===== config.mk =====
export PLATFORM = sky130hd
export DESIGN_NAME = count6_mon
export DESIGN_NICKNAME = d
export VERILOG_FILES = /design/src/rtl/count6_mon.sv
export SDC_FILE = /design/constraint.sdc
export NUM_CORES = 1
export LEC_CHECK = 0
export ABC_AREA = 1
export CAP_MARGIN = 20
export CELL_PAD_IN_SITES_DETAIL_PLACEMENT = 0
export CELL_PAD_IN_SITES_GLOBAL_PLACEMENT = 1
export CORE_ASPECT_RATIO = 1.25
export CORE_MARGIN = 2
export CORE_UTILIZATION = 33
export CTS_CLUSTER_SIZE = 12
export DETAILED_ROUTE_END_ITERATION = 7
export GPL_ROUTABILITY_DRIVEN = 0
export PLACE_DENSITY_LB_ADDON = 0.1
export SLEW_MARGIN = 40
export SYNTH_ARGS = -nofsm -noshare
export SYNTH_HDL_FRONTEND = slang
export SYNTH_SLANG_ARGS = --single-unit

===== constraint.sdc =====
create_clock -name clk -period 1.62 [get_ports clk]
set_clock_uncertainty 0.05 [all_clocks]
set_input_delay 0.243 -clock clk [delete_from_list [all_inputs] [get_ports clk]]
set_output_delay 0.243 -clock clk [all_outputs]
set_load 0.005 [all_outputs]

===== src/rtl/count6_mon.sv =====
// count6_mon: tracks a 6-bit modulo-64 up-counter with load, predicting its
// next value each cycle and flagging deviations. Three consecutive
// mismatches drop the lock and force a fresh acquisition.
module count6_mon (
   input  logic       clk,
   input  logic       rst,
   input  logic       en,
   input  logic [5:0] cnt_in,
   input  logic       load,
   input  logic [5:0] data,
   output logic       locked,
   output logic       err,
   output logic       wrap,
   output logic [5:0] expected,
   output logic [7:0] err_cnt
);

   typedef enum logic [1:0] {
      IDLE  = 2'd0,
      ACQ   = 2'd1,
      TRACK = 2'd2
   } state_t;

   state_t     state, state_n;
   logic [1:0] miss, miss_n;
   logic [5:0] expected_n;
   logic [7:0] err_cnt_n;
   logic       err_n, wrap_n;
   logic [5:0] pred;

   // locked decodes the registered state, so it has no input-to-output path
   assign locked = (state == TRACK);

   // state and registered outputs; rst overrides every other input
   always_ff @(posedge clk) begin
      if (rst) begin
         state    <= IDLE;
         miss     <= '0;
         expected <= '0;
         err_cnt  <= '0;
         err      <= 1'b0;
         wrap     <= 1'b0;
      end else begin
         state    <= state_n;
         miss     <= miss_n;
         expected <= expected_n;
         err_cnt  <= err_cnt_n;
         err      <= err_n;
         wrap     <= wrap_n;
      end
   end

   // next-state, prediction, compare and pulse generation
   always_comb begin
      pred       = load ? data : cnt_in + 6'd1;
      state_n    = state;
      miss_n     = miss;
      expected_n = expected;
      err_cnt_n  = err_cnt;
      err_n      = 1'b0;
      wrap_n     = 1'b0;
      if (!en) begin
         state_n = IDLE;
         miss_n  = '0;
      end else begin
         case (state)
            IDLE: state_n = ACQ;
            ACQ: begin
               expected_n = pred;
               state_n    = TRACK;
            end
            TRACK: begin
               // prediction always resyncs to the observed sample
               expected_n = pred;
               if (cnt_in == expected) begin
                  miss_n = '0;
                  wrap_n = (cnt_in == 6'd63) && !load;
               end else begin
                  err_n = 1'b1;
                  if (err_cnt != 8'hFF)
                     err_cnt_n = err_cnt + 8'd1;
                  if (miss == 2'd2) begin
                     state_n = ACQ;
                     miss_n  = '0;
                  end else begin
                     miss_n = miss + 2'd1;
                  end
               end
            end
            default: state_n = IDLE;
         endcase
      end
   end

endmodule

==> results of run 1 <==
[placed cells by master, fill, tap and decap left out, drive strengths merged, types with 2 or more instances in the layout]
| cell type | n |
|---|---|
| nand2 | 51 |
| a21oi | 20 |
| buf | 14 |
| clkdlybuf4s50 | 31 |
| xor2 | 5 |
| nor2 | 20 |
| inv | 28 |
| nor3 | 2 |
| ha | 6 |
| clkbuf | 3 |
| nand4 | 3 |
| a221oi | 2 |
| o21ai | 5 |
| nand3 | 12 |
| dfxtp | 20 |
[power groups by stage]
stage	Sequential (uW)	Combinational [uW]	Clock [uW]
floorplan	531	109	0
global placement	531	219	0
detailed placement	531	221	0
CTS	521	224	352
global route	524	249	377
finish	521	224	344
[registers in the layout, indices dropped and copies added, names as in the netlist]
register  count
err_cnt       8
expected      6
miss          2
state         2
err           1
wrap          1
[routing by layer]
layer	vias to the layer above	part of all wire	track usage
li1	667	-	-
met4	0	0.028	0.0758
met2	34	0.49	0.260
met5	-	0	0
met1	554	0.43	0.203
met3	9	0.047	0.0301
[worst min-delay path, stage by stage (launching register included)]
cell     delay [ns]
dfxtp_1        0.32
nand2_1        0.06
a21oi_1        0.06
[cells by family after synthesis]
group,Yosys count,share of synthesized area
buffers and inverters,30,0.0957
adder cells (fa/ha/maj),6,0.0604
AO/OA/AOI/OAI,30,0.142
flip-flops,20,0.322
XOR/XNOR,6,0.0423
AND/OR/NAND/NOR,88,0.337
[worst paths after layout]
path,startpoint,to,slack [ns],cells after the start
max,err_cnt[2],err_cnt[2],0.09,1
min reg2reg,miss[1],miss[1],0.44,2
min,miss[1],miss[1],0.44,2
max reg2reg,err_cnt[1],err_cnt[1],0.16,8
[what timing repair did]
| action | CTS | global route |
|---|---|---|
| buffers inserted | 0 | 0 |
| resized for setup | 5 | 3 |
| endpoints found under the setup margin | 1 | 8 |
| gates cloned | 0 | 0 |
| pin swaps | 0 | 0 |
| endpoints found under the hold margin | 0 | 0 |
[metrics by stage]
stage | hold WS, ns | setup WS (ns) | setup TNS [ns]
after global placement | 0.406 | -0.0855 | -0.797
after global routing | 0.466 | 0.0329 | 0
final | 0.437 | 0.0866 | 0
after CTS | 0.442 | 0.00688 | 0
after floorplan | 0.339 | 0.176 | 0
after detailed placement | 0.431 | -0.116 | -1.06
[final cells by class]
class | count | area share
clock buffers | 3 | 0.0234
well taps | 39 | 0.0276
repair buffers | 46 | 0.240
flip-flops and latches | 20 | 0.228
inverters | 28 | 0.0609
multi-input cells | 130 | 0.420
==> impl_metrics.py, run 1 <==
metrics = {
    "outcome": {
        "status": "complete, but fails checks",
        "violations": "DRC",
    },
    "finish": {
        "regArea_um2": 403,
        "drive_gt1_frac": 0.163,
        "multi_input_area_um2": 743,
        "stdcell_area_um2": 1770,
        "finalNonFillerCells": 266,
        "nets": 251,
        "n_fill_cell": 368,
        "area_growth_pct": 42.3,
        "final_util": 0.499,
        "n_antenna_cell": 0,
    },
    "yosys": {
        "synthCells": 180,
        "yosys_warnings": 0,
        "synth_seq_cells": 20,
        "synth.top_cells.by_count": "nand2_1 (46), inv_1 (24), dfxtp_1 (20)",
        "async_reset_ff_frac": 0,
        "synth_edf_count": 0,
        "yosys.area.top_type_share": 0.322,
        "synth_ff_type": "dfxtp_1",
        "synth_area_leaders": "dfxtp_1 (32%), nand2_1 (14%), a21oi_1 (7.7%), inv_1 (7.3%), ha_1 (6.0%)",
        "synth_top_cell_by_area": "dfxtp_1",
        "synth_fp_nets": 202,
        "yosysUniqueCellTypes": 26,
        "seq_area_frac_synth": 0.322,
        "post-synth-top-count-cell": "nand2_1",
        "syn_area_um2": 1240,
        "synthesis.area_per_instance_um2": 6.90,
    },
    "place": {
        "dpl-instance-area_um2": 1710,
        "dp_hpwl_um": 2460,
        "dp.cells": 263,
        "io_buffers": 32,
    },
    "grt": {
        "gr-total-overflow": 0,
        "antenna_found_initial": 0,
        "track_usage": 0.161,
        "grt_max_degree": 11,
        "grt_pass1_wl_um": 5220,
        "grt_pass1_vias": 1170,
    },
    "hold_path": {
        "hold_class": "flop to flop",
    },
    "timing": {
        "drv_slew": 0,
        "slew-limit-headroom": 0.811,
        "timing.fmax_mhz": 652,
        "rsz0062_at_grt": "false",
        "setup_viol_count_final": 0,
        "finalHoldViolCount": 0,
        "fin_crit_sh": 0.947,
        "fin_crit_ns": 1.53,
        "tightest_slew_ns": 0.283,
    },
    "critical_path": {
        "crit_buf_inv": 1,
        "crit_arrival_ns": 1.24,
        "crit_fanout": 5,
        "cp_cell_sequence": "clkdlybuf4s50_1",
        "worst_setup_path_start_kind": "flop",
        "end_kind": "output pin",
        "cpMaxStageDelayCell": "clkdlybuf4s50_1",
        "worstPathRequired_ns": 1.33,
        "worstSetupPathType": "flop to output pin",
        "cp_slowest_stage_delay_ns": 0.54,
        "cpLargestDelayFamily": "buffers and inverters",
    },
    "route": {
        "routed_wl_um": 3110,
        "vias": 1264,
        "drtAntennaViolNets": 0,
        "first_pass_iters": 6,
        "viasPerCell": 4.75,
        "drc": 2,
        "drt-wirelength-per-cell_um": 11.7,
        "first_iter_violations": 37,
    },
    "power": {
        "ir_worst_vdd_mv": 0.241,
        "power_uw": 1090,
        "swShare": 0.277,
        "pwr-share-seq": 0.478,
        "power.density_nw_per_um2": 616,
        "comb_power_share": 0.206,
        "leakagePower_uw": 0.000804,
        "p_switching_uw": 302,
        "internal_power_uw": 787,
        "clockPowerShare": 0.316,
    },
    "flow_run": {
        "drv_cap": 0,
    },
    "floorplanning": {
        "initial_core_util": 0.351,
        "num_rows": 24,
        "die_h_um": 72.6,
        "dieArea_um2": 4270,
        "core_area_um2": 3540,
        "chipWidth_um": 58.9,
        "io_pins": 33,
    },
    "clocking": {
        "clock_sinks": 20,
        "clock_path_buffers": 2,
        "clkLatencyLatePin_ns": 0.26,
        "cts_buffers": 3,
        "cts_tree": "done",
        "clk_pin_slew_ns": 0.08,
        "cts_root_buf": "clkbuf_8",
        "cts-htree-levels": 1,
        "hold_buffers": 0,
    },
}
No activity file was read; power rests on OpenSTA's default activity.
==> run 2, diff against run 1 <==
Settings changed: SLEW_MARGIN 40 to 20.
==> results of run 2 <==
Same layout as run 1: the final DEF is identical, and so are final timing and power.
==> run 3, diff against run 2 <==
Settings changed: ABC_AREA 1 to not set, CORE_UTILIZATION 33 to 34, SKIP_LAST_GASP set to 1.
==> impl_metrics.py, run 3 <==
metrics = {
    "route": {
        "drc": 0,
        "first_iter_violations": 15,
        "first_pass_iters": 3,
        "drt-wirelength-per-cell_um": 12.8,
        "drtAntennaViolNets": 0,
        "routed_wl_um": 2980,
        "viasPerCell": 4.81,
        "vias": 1120,
    },
    "finish": {
        "largest_reg_flops": 8,
        "nets": 219,
        "drive_gt1_frac": 0.327,
        "layout_common_cells": "buf_4 (34), clkdlybuf4s50_1 (25), nand2_1 (15), nor2_1 (15), dfxtp_1 (12)",
        "top_regs": "err_cnt: 8 flops, expected: 6 flops",
        "n_antenna_cell": 0,
        "top_register": "err_cnt",
        "final_common_cell": "buf_4",
        "area_growth_pct": 64.3,
    },
    "clocking": {
        "cts_tree": "done",
        "cts_buffers": 3,
        "clk_pin_slew_ns": 0.08,
        "clock_path_buffers": 2,
        "clock_sinks": 20,
        "cts_root_buf": "clkbuf_8",
        "clkLatencyLatePin_ns": 0.26,
        "cts-htree-levels": 1,
    },
    "yosys": {
        "synthesis.area_per_instance_um2": 8.70,
        "synth_fp_nets": 154,
        "synth_seq_cells": 20,
        "synth_edf_count": 0,
        "synth.top_cells.by_count": "dfxtp_1 (20), nor2_1 (16), nand2_1 (15)",
        "seq_area_frac_synth": 0.349,
        "post-synth-top-count-cell": "dfxtp_1",
        "synth_area_leaders": "dfxtp_1 (35%), ha_1 (6.5%), xor2_1 (5.3%), nor2_1 (5.2%), nand2_1 (4.9%)",
        "async_reset_ff_frac": 0,
        "synth_top_cell_by_area": "dfxtp_1",
        "yosysUniqueCellTypes": 37,
        "synthCells": 132,
        "synth_ff_type": "dfxtp_1",
        "syn_area_um2": 1150,
        "yosys_warnings": 0,
        "yosys.area.top_type_share": 0.349,
    },
    "grt": {
        "grt_pass1_vias": 1144,
        "track_usage": 0.166,
        "antenna_found_initial": 0,
        "grt_max_degree": 14,
        "gr-total-overflow": 0,
        "grt_pass1_wl_um": 4920,
    },
    "power": {
        "ir_worst_vdd_mv": 0.427,
        "power.density_nw_per_um2": 591,
        "leakagePower_uw": 0.000783,
    },
    "critical_path": {
        "crit_start": "expected[4]",
        "r2r-start": "expected[4]",
        "crit_fanout": 5,
        "worstSetupPathType": "flop to flop",
        "worstPathRequired_ns": 1.72,
        "crit_arrival_ns": 1.75,
        "end_kind": "flop",
        "worst_setup_path_start_kind": "flop",
    },
    "flow_run": {
        "drv_cap": 0,
    },
    "timing": {
        "fin_crit_ns": 1.64,
        "holdWs_ns": 0.426,
        "rsz0062_at_grt": "true",
        "finalHoldViolCount": 0,
        "drv_slew": 0,
        "slew-limit-headroom": 0.773,
        "timing.fmax_mhz": 608,
        "setup_viol_count_final": 1,
        "fin_crit_sh": 1.01,
        "worst_slack_ns": -0.0241,
        "fin_setup_tns_ns": -0.0241,
        "tightest_slew_ns": 0.339,
    },
    "floorplanning": {
        "initial_core_util": 0.356,
        "core_area_um2": 3220,
        "io_pins": 33,
        "die_h_um": 69.0,
        "num_rows": 23,
        "chipWidth_um": 56.0,
        "dieArea_um2": 3860,
    },
    "place": {
        "dp_hpwl_um": 2290,
        "io_buffers": 32,
    },
    "hold_path": {
        "hold_class": "flop to flop",
        "min-delay-start": "miss[1]",
    },
    "outcome": {
        "status": "complete, but fails checks",
        "violations": "setup timing",
    },
}
## run 3: cell types whose count changed after synthesis, moves of 3 or more
cell	previous run	this run
nand2_1	46	15
inv_1	24	3
inv_2	3	0
mux2_1	0	3
nand2_2	4	0
a211oi_1	0	3
nor2_4	3	0
nor2b_1	0	4
a21oi_1	19	5
clkbuf_1	1	5
xnor2_1	1	4
nand3_1	11	6
mux2i_1	0	3
## run 3: repair_timing
item                                    in CTS  in global routing
resized for setup                           17                  4
setup buffers                                5                  0
endpoints found under the setup margin      14                 11
pin swaps                                   13                  7
hold endpoints to repair                     0                  0
hold buffers                                 0                  0
cloned                                       0                  0
## run 3: layer usage
metal	up-vias	global-route usage	wire length, um
li1	579	-	-
met3	4	0.0261	72
met4	0	0.0685	40
met5	-	0	0
met1	522	0.192	1280
met2	15	0.309	1580
## run 3: cells by family after synthesis
logic type / after synthesis / synth area share
mux: 7 / 0.0686
xor+xnor: 12 / 0.0980
simple gates: 59 / 0.265
compound gates: 19 / 0.125
buf+inv: 9 / 0.0294
fa+ha+maj: 6 / 0.0654
flops: 20 / 0.349
## run 3: final timing paths
check,cells after the start,slack (ns),end
worst max-delay path,6,-0.02,err_cnt[3]
worst min-delay path,1,0.43,miss[0]
worst max register to register,6,-0.02,err_cnt[3]
worst min register to register,1,0.43,miss[0]
## run 3: per-stage QoR
stage               power, uW   util  instance area [um^2]  setup WS (ns)  cells
floorplan                 613      -                  1180        -0.0197    132
global placement          728  0.538                  1730         -0.481    224
detailed placement        730  0.538                  1730         -0.526    224
CTS                      1130  0.578                  1860        -0.0316    233
global route             1180  0.585                  1890        -0.0768    233
finish                   1120  0.585                  1890        -0.0241    233
## run 3: where the power goes
| group | internal (uW) | total [uW] | switching, uW |
|---|---|---|---|
| Sequential | 503 | 514 | 11.4 |
| Combinational | 120 | 217 | 96.9 |
| Clock | 216 | 384 | 168 |
| Total | 839 | 1120 | 276 |
## run 3: layout make-up
cell class                 count  area, um^2
fill                         301        1340
multi-input combinational    103         791
tap                           37        46.3
sequential                    20         413
inverter                       3        11.3
timing repair buffer          66         571
clock buffer                   4        55.1
## run 3: worst max-delay path, cell delays in order (launching register included)
cell and delay (ns):
dfxtp_2 0.34, xor2_2 0.18, nor4_4 0.25, buf_4 0.19, a21oi_4 0.07, and2_4 0.17, mux2_4 0.28
